===== src/rtl/spi_regfile.sv =====
// spi_regfile: SPI mode-0 peripheral feeding a small write-only register file, all inputs oversampled on clk.
// Define SPI_REGFILE_READBACK_EN to shift the addressed register out on cipo during read frames.
module spi_regfile #(
    parameter int NUM_REGS = 5,
    parameter int DATA_W   = 8,
    parameter int ADDR_W   = 7
) (
    input  logic                       clk,
    input  logic                       rst,
    input  logic                       ncs,
    input  logic                       copi,
    input  logic                       sclk,
    output logic                       cipo,
    output logic                       cipo_oe,
    output logic [NUM_REGS*DATA_W-1:0] regs,
    output logic [NUM_REGS-1:0]        wr_stb
);
    localparam int FRAME_W = 1 + ADDR_W + DATA_W;
    // One extra count of headroom so the saturation value FRAME_W+1 always fits.
    localparam int CNT_W = $clog2(FRAME_W + 2);
    localparam logic [CNT_W-1:0] CNT_ADDR_END  = CNT_W'(1 + ADDR_W);
    localparam logic [CNT_W-1:0] CNT_FRAME_END = CNT_W'(FRAME_W);
    localparam logic [CNT_W-1:0] CNT_SAT       = CNT_W'(FRAME_W + 1);

    typedef enum logic [2:0] {IDLE, ADDR, DATA, DONE, ERR} state_t;

    state_t              state_q, state_d;
    logic [CNT_W-1:0]    cnt_q, cnt_d;
    logic [FRAME_W-1:0]  sr_q, sr_d;
    logic [2:0]          ncs_sync, sclk_sync;
    logic [1:0]          copi_sync;
    logic                ncs_low, ncs_rise, ncs_fall, sclk_rise, commit;
    logic                f_rw;
    logic [ADDR_W-1:0]   f_addr;
    logic [DATA_W-1:0]   f_data;
    logic [DATA_W-1:0]   reg_q [NUM_REGS];
    logic [NUM_REGS-1:0] wr_sel;

    // NOTE: sequential state uses non-blocking assignments so every flop samples pre-edge values.
    always_ff @(posedge clk or posedge rst) begin
        if (rst) begin
            ncs_sync  <= 3'b111;
            sclk_sync <= '0;
            copi_sync <= '0;
        end else begin
            ncs_sync  <= {ncs_sync[1:0], ncs};
            sclk_sync <= {sclk_sync[1:0], sclk};
            copi_sync <= {copi_sync[0], copi};
        end
    end

    assign ncs_low   = ~ncs_sync[1];
    assign ncs_rise  = ncs_sync[1] & ~ncs_sync[2];
    assign ncs_fall  = ~ncs_sync[1] & ncs_sync[2];
    assign sclk_rise = sclk_sync[1] & ~sclk_sync[2];

    assign f_rw   = sr_q[FRAME_W-1];
    assign f_addr = sr_q[DATA_W +: ADDR_W];
    assign f_data = sr_q[DATA_W-1:0];

    // NOTE: every combinational output gets a default first, so no path can infer a latch.
    always_comb begin
        state_d = state_q;
        cnt_d   = cnt_q;
        sr_d    = sr_q;
        if (ncs_rise) begin
            state_d = IDLE;
            cnt_d   = '0;
        end else if (ncs_fall) begin
            state_d = ADDR;
            cnt_d   = '0;
        end else if (sclk_rise && ncs_low) begin
            case (state_q)
                ADDR, DATA: begin
                    sr_d  = {sr_q[FRAME_W-2:0], copi_sync[1]};
                    cnt_d = cnt_q + 1'b1;
                    if (state_q == ADDR && cnt_d == CNT_ADDR_END)
                        state_d = DATA;
                    if (state_q == DATA && cnt_d == CNT_FRAME_END)
                        state_d = DONE;
                end
                DONE, ERR: begin
                    state_d = ERR;
                    if (cnt_q != CNT_SAT)
                        cnt_d = cnt_q + 1'b1;
                end
                default: ;
            endcase
        end
    end

    always_ff @(posedge clk or posedge rst) begin
        if (rst) begin
            state_q <= IDLE;
            cnt_q   <= '0;
            sr_q    <= '0;
        end else begin
            state_q <= state_d;
            cnt_q   <= cnt_d;
            sr_q    <= sr_d;
        end
    end

    // Only a complete write frame closed by ncs commits; out-of-range addresses match no register.
    assign commit = ncs_rise && (state_q == DONE) && f_rw;

    always_comb begin
        wr_sel = '0;
        for (int k = 0; k < NUM_REGS; k++)
            if (f_addr == ADDR_W'(k))
                wr_sel[k] = commit;
    end

    // NOTE: the register array is small and must read as zero after reset, so it is reset explicitly.
    always_ff @(posedge clk or posedge rst) begin
        if (rst) begin
            for (int k = 0; k < NUM_REGS; k++)
                reg_q[k] <= '0;
            wr_stb <= '0;
        end else begin
            wr_stb <= wr_sel;
            for (int k = 0; k < NUM_REGS; k++)
                if (wr_sel[k])
                    reg_q[k] <= f_data;
        end
    end

    for (genvar k = 0; k < NUM_REGS; k++) begin : g_regs
        assign regs[k*DATA_W +: DATA_W] = reg_q[k];
    end

`ifdef SPI_REGFILE_READBACK_EN
    logic              sclk_fall, rb_load, shift_out, cipo_q, oe_q;
    logic [ADDR_W-1:0] rd_addr;
    logic [DATA_W-1:0] rd_val, tx_q;

    assign sclk_fall = ~sclk_sync[1] & sclk_sync[2];
    assign rd_addr   = sr_d[ADDR_W-1:0];
    assign rb_load   = (state_q == ADDR) && (state_d == DATA) && !sr_d[ADDR_W];
    // The falling edge right after the last address bit must not shift; wait for a data sample first.
    assign shift_out = sclk_fall && ncs_low && (state_q == DATA) && (cnt_q > CNT_ADDR_END);

    always_comb begin
        rd_val = '0;
        for (int k = 0; k < NUM_REGS; k++)
            if (rd_addr == ADDR_W'(k))
                rd_val = reg_q[k];
    end

    always_ff @(posedge clk or posedge rst) begin
        if (rst) begin
            tx_q   <= '0;
            cipo_q <= 1'b0;
            oe_q   <= 1'b0;
        end else if (ncs_rise || ncs_fall) begin
            cipo_q <= 1'b0;
            oe_q   <= 1'b0;
        end else if (rb_load) begin
            {cipo_q, tx_q} <= {rd_val, 1'b0};
            oe_q           <= 1'b1;
        end else if (shift_out) begin
            cipo_q <= tx_q[DATA_W-1];
            tx_q   <= tx_q << 1;
        end
    end

    assign cipo    = cipo_q;
    assign cipo_oe = oe_q;
`else
    assign cipo    = 1'b0;
    assign cipo_oe = 1'b0;
`endif

endmodule


===== config.mk =====
export PLATFORM = sky130hd
export DESIGN_NAME = spi_regfile
export DESIGN_NICKNAME = d
export VERILOG_FILES = /design/src/rtl/spi_regfile.sv
export SDC_FILE = /design/constraint.sdc
export NUM_CORES = 1
export LEC_CHECK = 0
export CELL_PAD_IN_SITES_DETAIL_PLACEMENT = 1
export CELL_PAD_IN_SITES_GLOBAL_PLACEMENT = 1
export CORE_ASPECT_RATIO = 1.75
export CORE_MARGIN = 10
export CORE_UTILIZATION = 35
export CTS_CLUSTER_SIZE = 16
export DETAILED_ROUTE_END_ITERATION = 6
export GPL_TIMING_DRIVEN = 0
export PLACE_DENSITY = 0.71
export RECOVER_POWER = 100
export SYNTH_ARGS = -nofsm -noshare
export SYNTH_HDL_FRONTEND = slang
export SYNTH_SLANG_ARGS = --single-unit

===== constraint.sdc =====
create_clock -name clk -period 2.7 [get_ports clk]
set_clock_uncertainty 0.2 [all_clocks]
set_input_delay 0.54 -clock clk [delete_from_list [all_inputs] [get_ports clk]]
set_output_delay 0.54 -clock clk [all_outputs]
set_load 0.005 [all_outputs]

Word-level counts from Yosys, hierarchy flattened
Cells that the tools add are included.
{ "word_totals": {"regBits": 77, "input_bits": 5, "output_inout_bits": 47} }
{ "classes": {"add_sub_neg": 1, "eq_ne": 13, "n_mux": 16, "n_bitwise": 8, "reduce_logical": 13} }
{ "ops": {"columns": ["cell", "n"], "rows": [
  ["5-bit two-way mux", 4],
  ["3-bit two-way mux", 5],
  ["7-bit by 2-bit == test with 1-bit output (second input constant)", 2],
  ["5-bit != test (second input constant)", 2],
  ["5-bit case mux with 2 select lines", 1],
  ["7-bit by 1-bit == test with 1-bit output (second input constant)", 1],
  ["7-bit by 3-bit == test with 1-bit output (second input constant)", 1],
  ["7-bit logical NOT", 1],
  ["3-bit by 2-bit == test with 1-bit output (second input constant)", 2],
  ["3-bit case mux with 2 select lines", 1],
  ["3-bit AND reduction", 2],
  ["5-bit by 1-bit adder with 5-bit output (second input constant)", 1],
  ["5-bit by 4-bit == test with 1-bit output (second input constant)", 1],
  ["5-bit == test (second input constant)", 1],
  ["1-bit logical AND", 5],
  ["1-bit two-way mux", 5],
  ["1-bit NOT", 5],
  ["4-bit != test (second input constant)", 1],
  ["4-bit AND reduction", 1],
  ["4-bit nonzero test", 1],
  ["2-bit OR reduction", 2],
  ["1-bit bitwise AND", 3],
  ["3-bit by 1-bit == test with 1-bit output (second input constant)", 1],
  ["3-bit == test (second input constant)", 1],
  ["3-bit nonzero test", 1]
]} }

Longest topological paths before layout
Gate-level depths: netlist of run 1.
{ "logic_depth": {"depth_word": 9, "mapped_depth": 7} }

Least setup slack after synthesis of run 1
No wires, ideal clock.
{ "synth_timing": {"path_kind": "register to register", "start": "reg ncs_sync[1]", "end": "reg sr_q[0]", "t_arrival_ns": 1.767, "setup_slack_ns": 0.609, "path_stages_with_launch": 6, "synth_period_minus_slack_ns": 2.091, "path_cell_list": "dfstp_2 inv_1 ha_1 nand4b_1 buf_2 mux2_2"} }
{ "synth_between": {"elab_chain_len": 4, "elab_cells_between_ends": 7, "cone_classes": "5 x bitwise; 2 x reduce/logical"} }
{ "synth_rtl": {"columns": ["element", "line_no", "rtl"], "rows": [
  ["start: declaration", "30", "logic [2:0] ncs_sync, sclk_sync;"],
  ["start signal: assignment", "46", "ncs_sync <= {ncs_sync[1:0], ncs};"],
  ["1-bit NOT", "52, 54", null],
  ["1-bit bitwise AND", "54", "assign ncs_fall = ~ncs_sync[1] & ncs_sync[2];"],
  ["1-bit NOT (no line)", null, null],
  ["4-bit AND reduction (no line) *", null, null],
  ["end signal: assignment", "100", "sr_q <= sr_d;"],
  ["end: declaration", "29", "logic [FRAME_W-1:0] sr_q, sr_d;"]
]} }
Every way passes the cells marked *; elsewhere a longest branch is shown, timed or not.
A chain may end at the register's enable or synchronous reset.

Worst setup path in the final report of run 1
{ "layout_timing": {"start": "reg ncs_sync[2]", "end": "reg reg_q, in the netlist regs[1]"} }
{ "layout_between": {"elab_chain_len": 5} }
{ "layout_rtl": {"columns": ["element", "line_no", "rtl"], "rows": [
  ["1-bit NOT", "53", "assign ncs_rise = ncs_sync[1] & ~ncs_sync[2];"],
  ["1-bit bitwise AND", "53", null],
  ["1-bit logical AND (2 in series)", "105", "assign commit = ncs_rise && (state_q == DONE) && f_rw;"],
  ["1-bit two-way mux", "110", "if (f_addr == ADDR_W'(k))"],
  ["end signal: indexed assignment", "124", "reg_q[k] <= f_data;"],
  ["end: declaration", "36", "logic [DATA_W-1:0] reg_q [NUM_REGS];"]
]} }
Every way passes these cells.

==> impl_results.md, run 1 <==
* Core Region at 9040 um^2
* Hold endpoint: sclk_sync[1]
* Die height at 147 um
* Synth cell types at 44
* Most used DFF post-synth: dfrtp_1
* Min Tclk post-route at 2430 ps
* Area grow syn2layout at 29.3%
* Final setup fails at 0
* Crit Path Max Fanout at 9
* Most frequent cells in the layout: dfrtp_1, mux2_2, dlygate4sd3_1, clkbuf_16
* Global-route usage over all layers at 11.9%
* Die X at 92.7 um
* Detailed Place HPWL at 5590 um
* H-tree levels at 3
* Worst slew pin tran at 987 ps
* Synth Instances at 230
* Startpoint types: flip-flop
* Diodes inserted at 0
* DRC errors left at 0
* Worst hold start: sclk_sync[0]
* CP required at 2710 ps
* Initial antenna violation count at 0
* Clock buffer depth at 2
* Synth area leaders: dfrtp_1, mux2_2, dfstp_2
* Cell taking the most area after synthesis: dfrtp_1
* Largest net degree at the start of global routing at 40
* Worst reg-to-reg setup slack at 270 ps
* Clk_lat worst skew at 330 ps
* Vias per cell at 4.76
* Status: completed
* First-pass GRT wire length at 12,400 um
* I/O Pins at 52
* Reg2reg end: regs[1]
* Routed wire length at 7570 um
* Final Cycle Share at 89.9%
* Clk sink count at 77
* Port Buffers at 49
* Commonest non-fill, non-tap cell in the layout: dfrtp_1
* Die ar. at 13,600 um^2
* Share of the synthesized area in the top cell type at 57.3%
* Mean Syn Cell Area at 14.1 um^2
* Number of synthesized flops with an enable pin at 0
* WP data arrival at 2440 ps
* Starting Density at 35.8%
* Total Power at 2.65 mW
* Reg-to-Reg Start: ncs_sync[2]
* Yosys warnings at 0
* Routed wire per std cell at 18.1 um
* Layout net count at 303
* Final Max Slew Viols at 0
* Finished Core Util at 46.3%
* CTS tree: built
* Gpl congestion at 0.788
* Initial DRC count at 81
* Fmax at 412 MHz
* Mapped Area at 3230 um^2
* Hold Vio Cnt, Final at 0
* Peak supply drop at 539 uV
* Resized cells post-CTS at 0
* Worst reg-to-reg path cell count at 7
* Worst setup EP type: flip-flop
* Headroom to the max-slew limit at 34.2%
* Clock transition at path regs at 60 ps
* CTS Buf Count at 9
* Setup tns final at 0 ps
* Routed via count at 1,990
* Routed Antenna Nets at 0
* Post-synth ARST share at 100%
* TritonRoute pass-1 iters at 2
* Root buf cell: clkbuf_16
* Hold Path Depth at 0
* Hold WC Path Type: flip-flop to flip-flop
* Floorplan row count at 46
* Post-CTS Setup Bufs at 0
* Vias in the first global route at 2,310
* Sequential area share after synthesis at 59.7%
* Share of layout cells above drive strength 1 at 30.5%
* PwrDens at 635 nW/um^2
* # Max-Cap Violations at 0
* P_leak at 2.26 nW
* Grt ovf at 0
* Setup CP Type: flip-flop to flip-flop
* Synth Register Bits at 77
* Hold-fix buffers at CTS at 0
* Unrepaired setup endpoints after global routing: no
[per-layer routing]
metal	GRT usage [%]	share of wire, %	vias to the layer above
li1	-	-	930
met1	11.1	34	1016
met2	22.1	59	32
met3	3.93	4.1	12
met4	5.66	2.2	0
met5	0	0	-
[cells in the mapped netlist (all sizes together) (2+ instances only)]
library cell  count
dfrtp            74
mux2             58
buf              10
inv               9
nand2             8
o21ai             8
nor2              7
ha                5
nor3b             5
and3b             4
nand3             4
a211oi            3
dfstp             3
mux2i             3
xor2              3
a21oi             2
and3              2
nand3b            2
nor2b             2
[state kept, by name, summed over array words and instances (netlist names)]
signal / cells
regs: 40
state_q: 3
ncs_sync: 3
copi_sync: 2
wr_stb: 5
sr_q: 16
cnt_q: 5
sclk_sync: 3
[cell families after synthesis]
kind of cell    synth area share, %
buf+inv                        2.75
xor+xnor                       1.08
mux                            21.1
compound gates                 3.60
simple gates                   9.71
flops                          59.7
other cells                   0.116
fa+ha+maj                      1.93
[cell type report]
cell class                 count  area (um^2)
buffer                        10         55.1
clock buffer                  11          233
clock inverter                 5         52.6
fill                         969         4850
inverter                       9         35.0
multi-input combinational    135         1210
sequential                    77         1930
tap                          120          150
timing repair buffer          51          515
[through the flow]
stage               worst slack [ps]  hold slack, ps  std cells  area (um^2)
finish                           272             149        418         4180
global route                    94.4             156        418         4180
CTS                              280             151        418         4210
detailed placement               311             139        402         3920
global placement                 197             137        400         3880
floorplan                        609             131        231         3240
[worst max-delay path by stage]
stage | startpoint | endpoint | slack (ps) | cells past startpoint
finish | ncs_sync[2] | regs[1] | 270 | 7
global route | ncs_sync[1] | sr_q[9] | 90 | 5
CTS | ncs_sync[1] | sr_q[12] | 280 | 5
detailed placement | ncs_sync[1] | sr_q[12] | 310 | 5
global placement | rst | regs[7] | 200 | 2
floorplan | ncs_sync[1] | sr_q[0] | 610 | 5
[power by group]
group | switching, mW | internal [mW]
Clock | 0.456 | 0.711
Sequential | 0.0734 | 1.21
Combinational | 0.112 | 0.0942
[worst max-delay path, cell delays in order (launching register included)]
cell	delay, ps
dfstp_2	530
inv_1	40
ha_1	210
and4_1	180
and2b_1	160
buf_4	170
nand2_1	410
mux2_2	400
No activity file was read; power rests on OpenSTA's default activity.
==> inputs of run 2 (changes only) <==
- CORE_MARGIN: 10 -> default
- CTS_CLUSTER_SIZE: 16 -> 28
- GPL_ROUTABILITY_DRIVEN: default -> 1
==> run 2 against run 1 <==
Against the previous run: fmax fell by 0.64%; combinational power increased by 2%; wire length shrank 9.1%; sequential share of layout area fell by 0.33 points; non-clock buffer count unchanged; critical endpoint is now sr_q[11]; die area shrank 29%; utilization rose by 0.33 points; first-iteration DRC count shrank 32%; worst hold slack better by 2.9 ps.
==> impl_results.md, run 2 (synthesis gave the netlist of run 1 again) <==
* Number of flip-flops in the largest register at 40 (unchanged)
* Setup tns final at 0 ps (unchanged)
* Reg-to-Reg Start: ncs_sync[1] (was ncs_sync[2])
* Sw Share at 23.6% (was 24.2%)
* Final Cycle Share at 90.5% (was 89.9%)
* Post-CTS Setup Bufs at 0 (unchanged)
* Total Power at 2.76 mW (was 2.65 mW)
* Root buf cell: clkbuf_16 (unchanged)
* Hold-fix buffers at CTS at 0 (unchanged)
* Setup CP Type: flip-flop to flip-flop (unchanged)
* DRC errors left at 0 (unchanged)
* WP data arrival at 2460 ps (was 2440 ps)
* Grt ovf at 0 (unchanged)
* H-tree levels at 3 (unchanged)
* Logic pwr share at 7.6% (was 7.8%)
* First-pass GRT wire length at 11,500 um (was 12,400 um)
* Core Region at 9040 um^2 (unchanged)
* CP required at 2720 ps (was 2710 ps)
* Clk_lat worst skew at 340 ps (was 330 ps)
* DP Area at 3920 um^2 (unchanged)
* Routed Antenna Nets at 0 (unchanged)
* Starting Density at 35.8% (unchanged)
* Port Buffers at 49 (unchanged)
* Unrepaired setup endpoints after global routing: no (unchanged)
* Vias in the first global route at 2,180 (was 2,310)
* Initial antenna violation count at 0 (unchanged)
* Fmax at 409 MHz (was 412 MHz)
* Post-Layout Cell Count at 418 (unchanged)
* Global-route usage over all layers at 16.9% (was 11.9%)
* Die height at 129 um (was 147 um)
* Placed Cells incl. Taps at 402 (unchanged)
* Internal power at 2.11 mW (was 2.01 mW)
* Detailed Place HPWL at 4830 um (was 5590 um)
* Routed wire length at 6890 um (was 7570 um)
* Final Max Slew Viols at 0 (unchanged)
* Startpoint types: flip-flop (unchanged)
* Hold WC Path Type: flip-flop to flip-flop (unchanged)
* Sw power at 0.652 mW (was 0.642 mW)
* Worst reg-to-reg setup slack at 260 ps (was 270 ps)
* Routed via count at 2,020 (was 1,990)
* Share of layout cells above drive strength 1 at 31.2% (was 30.5%)
* Crit Path Max Fanout at 10 (was 9)
* Layout net count at 303 (unchanged)
* Worst setup EP type: flip-flop (unchanged)
* CTS tree: built (unchanged)
* Routed wire per std cell at 16.5 um (was 18.1 um)
* Final Cell Area at 4210 um^2 (was 4180 um^2)
* Floorplan row count at 46 (unchanged)
* Reg2reg end: sr_q[11] (was regs[1])
* Worst reg-to-reg path cell count at 5 (was 7)
* Power share of the sequential group at 46.4% (was 48.3%)
* Vias per cell at 4.83 (was 4.76)
* Largest net degree at the start of global routing at 41 (was 40)
* Hold Path Depth at 0 (unchanged)
* Peak supply drop at 679 uV (was 539 uV)
* Initial DRC count at 55 (was 81)
* Clock transition at path regs at 60 ps (about the same)
* Resized cells post-CTS at 0 (unchanged)
* Clock buffer depth at 2 (unchanged)
* Most frequent cells in the layout: dfrtp_1, mux2_2, dlygate4sd3_1, clkbuf_16 (unchanged)
* CTS Buf Count at 9 (unchanged)
* Hold endpoint: sclk_sync[1] (unchanged)
* # Max-Cap Violations at 0 (unchanged)
* Commonest non-fill, non-tap cell in the layout: dfrtp_1 (unchanged)
* Headroom to the max-slew limit at 30.8% (was 34.2%)
* Diodes inserted at 0 (unchanged)
* P_leak at 2.27 nW (was 2.26 nW)
* Die ar. at 9640 um^2 (was 13,600 um^2)
* Worst slew pin tran at 1040 ps (was 987 ps)
* Area grow syn2layout at 30.3% (was 29.3%)
* Worst hold start: sclk_sync[0] (unchanged)
* Status: completed (unchanged)
* TritonRoute pass-1 iters at 4 (was 2)
* Hold Vio Cnt, Final at 0 (unchanged)
* I/O Pins at 52 (unchanged)
* Min Tclk post-route at 2440 ps (was 2430 ps)
* Clock power share at 46.0% (was 44.0%)
* Gpl congestion at 0.769 (was 0.788)
* Die X at 74.7 um (was 92.7 um)
* PwrDens at 654 nW/um^2 (was 635 nW/um^2)
* Clk sink count at 77 (unchanged)
* Final setup fails at 0 (unchanged)
## run 2: cell count changes in the layout (fill, tap and decap cells not counted)
cell and delta:
buf_2 -1, bufinv_16 +1, clkbuf_1 -2, clkbuf_2 +1, clkinvlp_4 +1
## run 2: cell type report
class | instances | area (um^2)
Fill cell | 946 | 4820
Sequential cell | 77 | 1930
Multi-Input combinational cell | 135 | 1210
Timing Repair Buffer | 51 | 515
Clock buffer | 9 | 225
Tap cell | 120 | 150
Clock inverter | 7 | 90.1
Buffer | 10 | 55.1
Inverter | 9 | 35.0
## run 2: worst max-delay path by stage
| stage | from | to | slack (ps) |
|---|---|---|---|
| 6_report | ncs_sync[1] | sr_q[11] | 260 |
| 5_1_grt | ncs_sync[1] | sr_q[9] | 90 |
| 4_1_cts | ncs_sync[1] | sr_q[11] | 310 |
| 3_5_place_dp | ncs_sync[1] | sr_q[14] | 330 |
| 3_3_place_gp | rst | wr_stb[2] | 200 |
| 2_1_floorplan | ncs_sync[1] | sr_q[0] | 610 |
## run 2: stage by stage
step           setup slack (ps)  hold WS, ps  util (%)
6_report                    256          152      46.6
5_1_grt                    91.0          160      46.6
4_1_cts                     309          154      46.9
3_5_place_dp                335          141      43.4
3_3_place_gp                200          136      43.0
2_1_floorplan               609          131         -
## run 2: power by group through the flow
| stage | clock [mW] | sequential, mW | combinational (mW) |
|---|---|---|---|
| 2_1_floorplan | 0 | 1.27 | 0.161 |
| 3_3_place_gp | 0 | 1.30 | 0.199 |
| 3_5_place_dp | 0 | 1.30 | 0.217 |
| 4_1_cts | 1.30 | 1.28 | 0.218 |
| 5_1_grt | 1.36 | 1.29 | 0.238 |
| 6_report | 1.27 | 1.28 | 0.210 |
## run 2: worst max-delay path, stage by stage (launching register included)
cell	delay, ps
dfstp_1	590
inv_1	70
ha_1	380
nand4b_1	370
clkbuf_2	340
mux2_2	370
## run 2: metal layers
layer	global-route usage [%]	up-vias	share of wire (%)
met2	29.1	31	57
met4	8.99	0	2.6
met1	18.1	1048	37
met3	5.05	12	3.4
met5	0	-	0
li1	-	929	-
==> inputs of run 3 (changes only) <==
- GPL_TIMING_DRIVEN: 0 -> default
==> run 3 against run 2 <==
Against the previous run: worst hold slack got worse by 4.9 ps; wire length rose by 4.9%; power shrank 2.8%; sequential share of layout area is 0.73 points higher; utilization is 0.73 points lower; first-iteration DRC count rose by 9.1%; critical endpoint is now regs[36]; flip-flop and latch count stayed put.
==> impl_results.md, run 3 (synthesis gave the netlist of run 1 again) <==
* Final Cycle Share at 87.4% (was 90.5%)
* Clk_lat worst skew at 340 ps (about the same)
* Floorplan row count at 46 (unchanged)
* Share of layout cells above drive strength 1 at 28.9% (was 31.2%)
* Post-CTS Setup Bufs at 0 (unchanged)
* Fillers at 931 (was 946)
* Grt ovf at 0 (unchanged)
* Crit Path Max Fanout at 7 (was 10)
* Core Region at 9040 um^2 (unchanged)
* CP max stage cell: dfstp_1 (unchanged)
* Status: completed (unchanged)
* Diodes inserted at 0 (unchanged)
* Routed wire per std cell at 17.6 um (was 16.5 um)
* Initial DRC count at 60 (was 55)
* Reg2reg end: regs[36] (was sr_q[11])
* Hold endpoint: sclk_sync[1] (unchanged)
* Die X at 74.7 um (unchanged)
* Worst setup EP type: flip-flop (unchanged)
* Peak supply drop at 481 uV (was 679 uV)
* GR peak layer: met2 (unchanged)
* Final WS setup at 341 ps (was 256 ps)
* Unrepaired setup endpoints after global routing: no (unchanged)
* Layout net count at 296 (was 303)
* Resized cells post-CTS at 0 (unchanged)
* WP data arrival at 2370 ps (was 2460 ps)
* Commonest non-fill, non-tap cell in the layout: dfrtp_1 (unchanged)
* Met1 Usage GRT at 18.7% (was 18.1%)
* Routed wire length at 7230 um (was 6890 um)
* # Max-Cap Violations at 0 (unchanged)
* PwrDens at 647 nW/um^2 (was 654 nW/um^2)
* Setup tns final at 0 ps (unchanged)
* Final Max Slew Viols at 0 (unchanged)
* Detailed Place HPWL at 5230 um (was 4830 um)
* Dpl ws at 365 ps (was 335 ps)
* Routed Antenna Nets at 0 (unchanged)
* Routed via count at 2,003 (was 2,020)
* Hold WC Path Type: flip-flop to flip-flop (unchanged)
* DRC errors left at 0 (unchanged)
* Clk sink count at 77 (unchanged)
* Hold Vio Cnt, Final at 0 (unchanged)
* Port Buffers at 49 (unchanged)
* Setup CP Type: flip-flop to flip-flop (unchanged)
* Die height at 129 um (unchanged)
* CTS Buf Count at 9 (unchanged)
* Largest net degree at the start of global routing at 47 (was 41)
* Area grow syn2layout at 28.2% (was 30.3%)
* I/O Pins at 52 (unchanged)
* Starting Density at 35.8% (unchanged)
* Hold-fix buffers at CTS at 0 (unchanged)
* H-tree levels at 3 (unchanged)
* Root buf cell: clkbuf_16 (unchanged)
* Die ar. at 9640 um^2 (unchanged)
* Min Tclk post-route at 2360 ps (was 2440 ps)
* First-pass GRT wire length at 12,000 um (was 11,500 um)
* Global-route usage over all layers at 17.6% (was 16.9%)
* Gpl congestion at 0.800 (was 0.769)
* CTS tree: built (unchanged)
* Area occupied by multi-input gates at 1220 um^2 (was 1210 um^2)
* Headroom to the max-slew limit at 34.1% (was 30.8%)
* Vias per cell at 4.87 (was 4.83)
* Clock buffer depth at 2 (unchanged)
* Met3 global-route usage at 5.29% (was 5.05%)
* Worst reg-to-reg setup slack at 340 ps (was 260 ps)
* Worst hold start: sclk_sync[0] (unchanged)
* Hold Path Depth at 0 (unchanged)
* TritonRoute pass-1 iters at 4 (unchanged)
* Final setup fails at 0 (unchanged)
* CP required at 2720 ps (about the same)
* Initial antenna violation count at 0 (unchanged)
* Clock transition at path regs at 60 ps (about the same)
* Worst path cell trace: inv_1 -> ha_1 -> and4_1 -> nand3_1 -> clkbuf_1 -> mux2_2 (was inv_1 -> ha_1 -> nand4b_1 -> clkbuf_2 -> mux2_2)
* Register area at 1930 um^2 (unchanged)
* Worst slew pin tran at 984 ps (was 1040 ps)
* Vias in the first global route at 2,212 (was 2,180)
* Reg-to-Reg Start: ncs_sync[2] (was ncs_sync[1])
* Met2 Resource Use GR at 30.7% (was 29.1%)
* Fmax at 424 MHz (was 409 MHz)
* Number of flip-flops in the largest register at 40 (unchanged)
* Worst reg-to-reg path cell count at 6 (was 5)
* Startpoint types: flip-flop (unchanged)
* P_leak at 2.22 nW (was 2.27 nW)
* Most frequent cells in the layout: dfrtp_1, mux2_2, dlygate4sd3_1, clkbuf_16 (unchanged)
* Max stage delay on crit path at 530 ps (was 590 ps)
## run 3: per-stage QoR
stage / hold WS (ps) / instances / total power [mW] / instance area [um^2] / util, %
4_1_cts: 150 / 411 / 2.72 / 4170 / 46.2
6_report: 147 / 411 / 2.68 / 4150 / 45.9
2_1_floorplan: 131 / 231 / 1.44 / 3240 / -
3_5_place_dp: 136 / 395 / 1.52 / 3880 / 42.9
5_1_grt: 152 / 411 / 2.80 / 4150 / 45.9
3_3_place_gp: 138 / 395 / 1.51 / 3880 / 42.9
## run 3: worst max path at each step
stage	from	end	slack, ps	cells past startpoint
after floorplan	ncs_sync[1]	sr_q[0]	610	5
after global placement	ncs_sync[1]	regs[8]	420	5
after detailed placement	sr_q[11]	regs[13]	360	5
after CTS	sr_q[11]	regs[13]	320	5
after global routing	cnt_q[1]	cnt_q[4]	170	7
final	ncs_sync[2]	regs[36]	340	6
## run 3: layer usage
layer | up-vias | share of wire, % | wire, um
met2 | 41 | 57 | 4130
met4 | 0 | 3.0 | 220
met3 | 16 | 3.1 | 225
met5 | - | 0 | 0
li1 | 909 | - | -
met1 | 1037 | 37 | 2650
## run 3: power breakdown
group          internal (mW)  total (mW)  switching (mW)
combinational         0.0905       0.201           0.111
sequential              1.21        1.28          0.0753
clock                  0.738        1.20           0.459
## run 3: area by class of cell
type	instances	area share (%)
inverters	9	0.845
well taps	120	3.62
multi-input cells	135	29.4
repair buffers	54	12.5
flip-flops and latches	77	46.6
clock buffers	12	5.94
clock inverters	4	1.15
## run 3: critical path, delay by kind of cell (launching register included)
kind / cells / cell delay, ps
adders and majority gates: 1 / 220
muxes: 1 / 400
buffers and inverters: 2 / 520
and+or+nand+nor: 2 / 360
DFF: 1 / 530
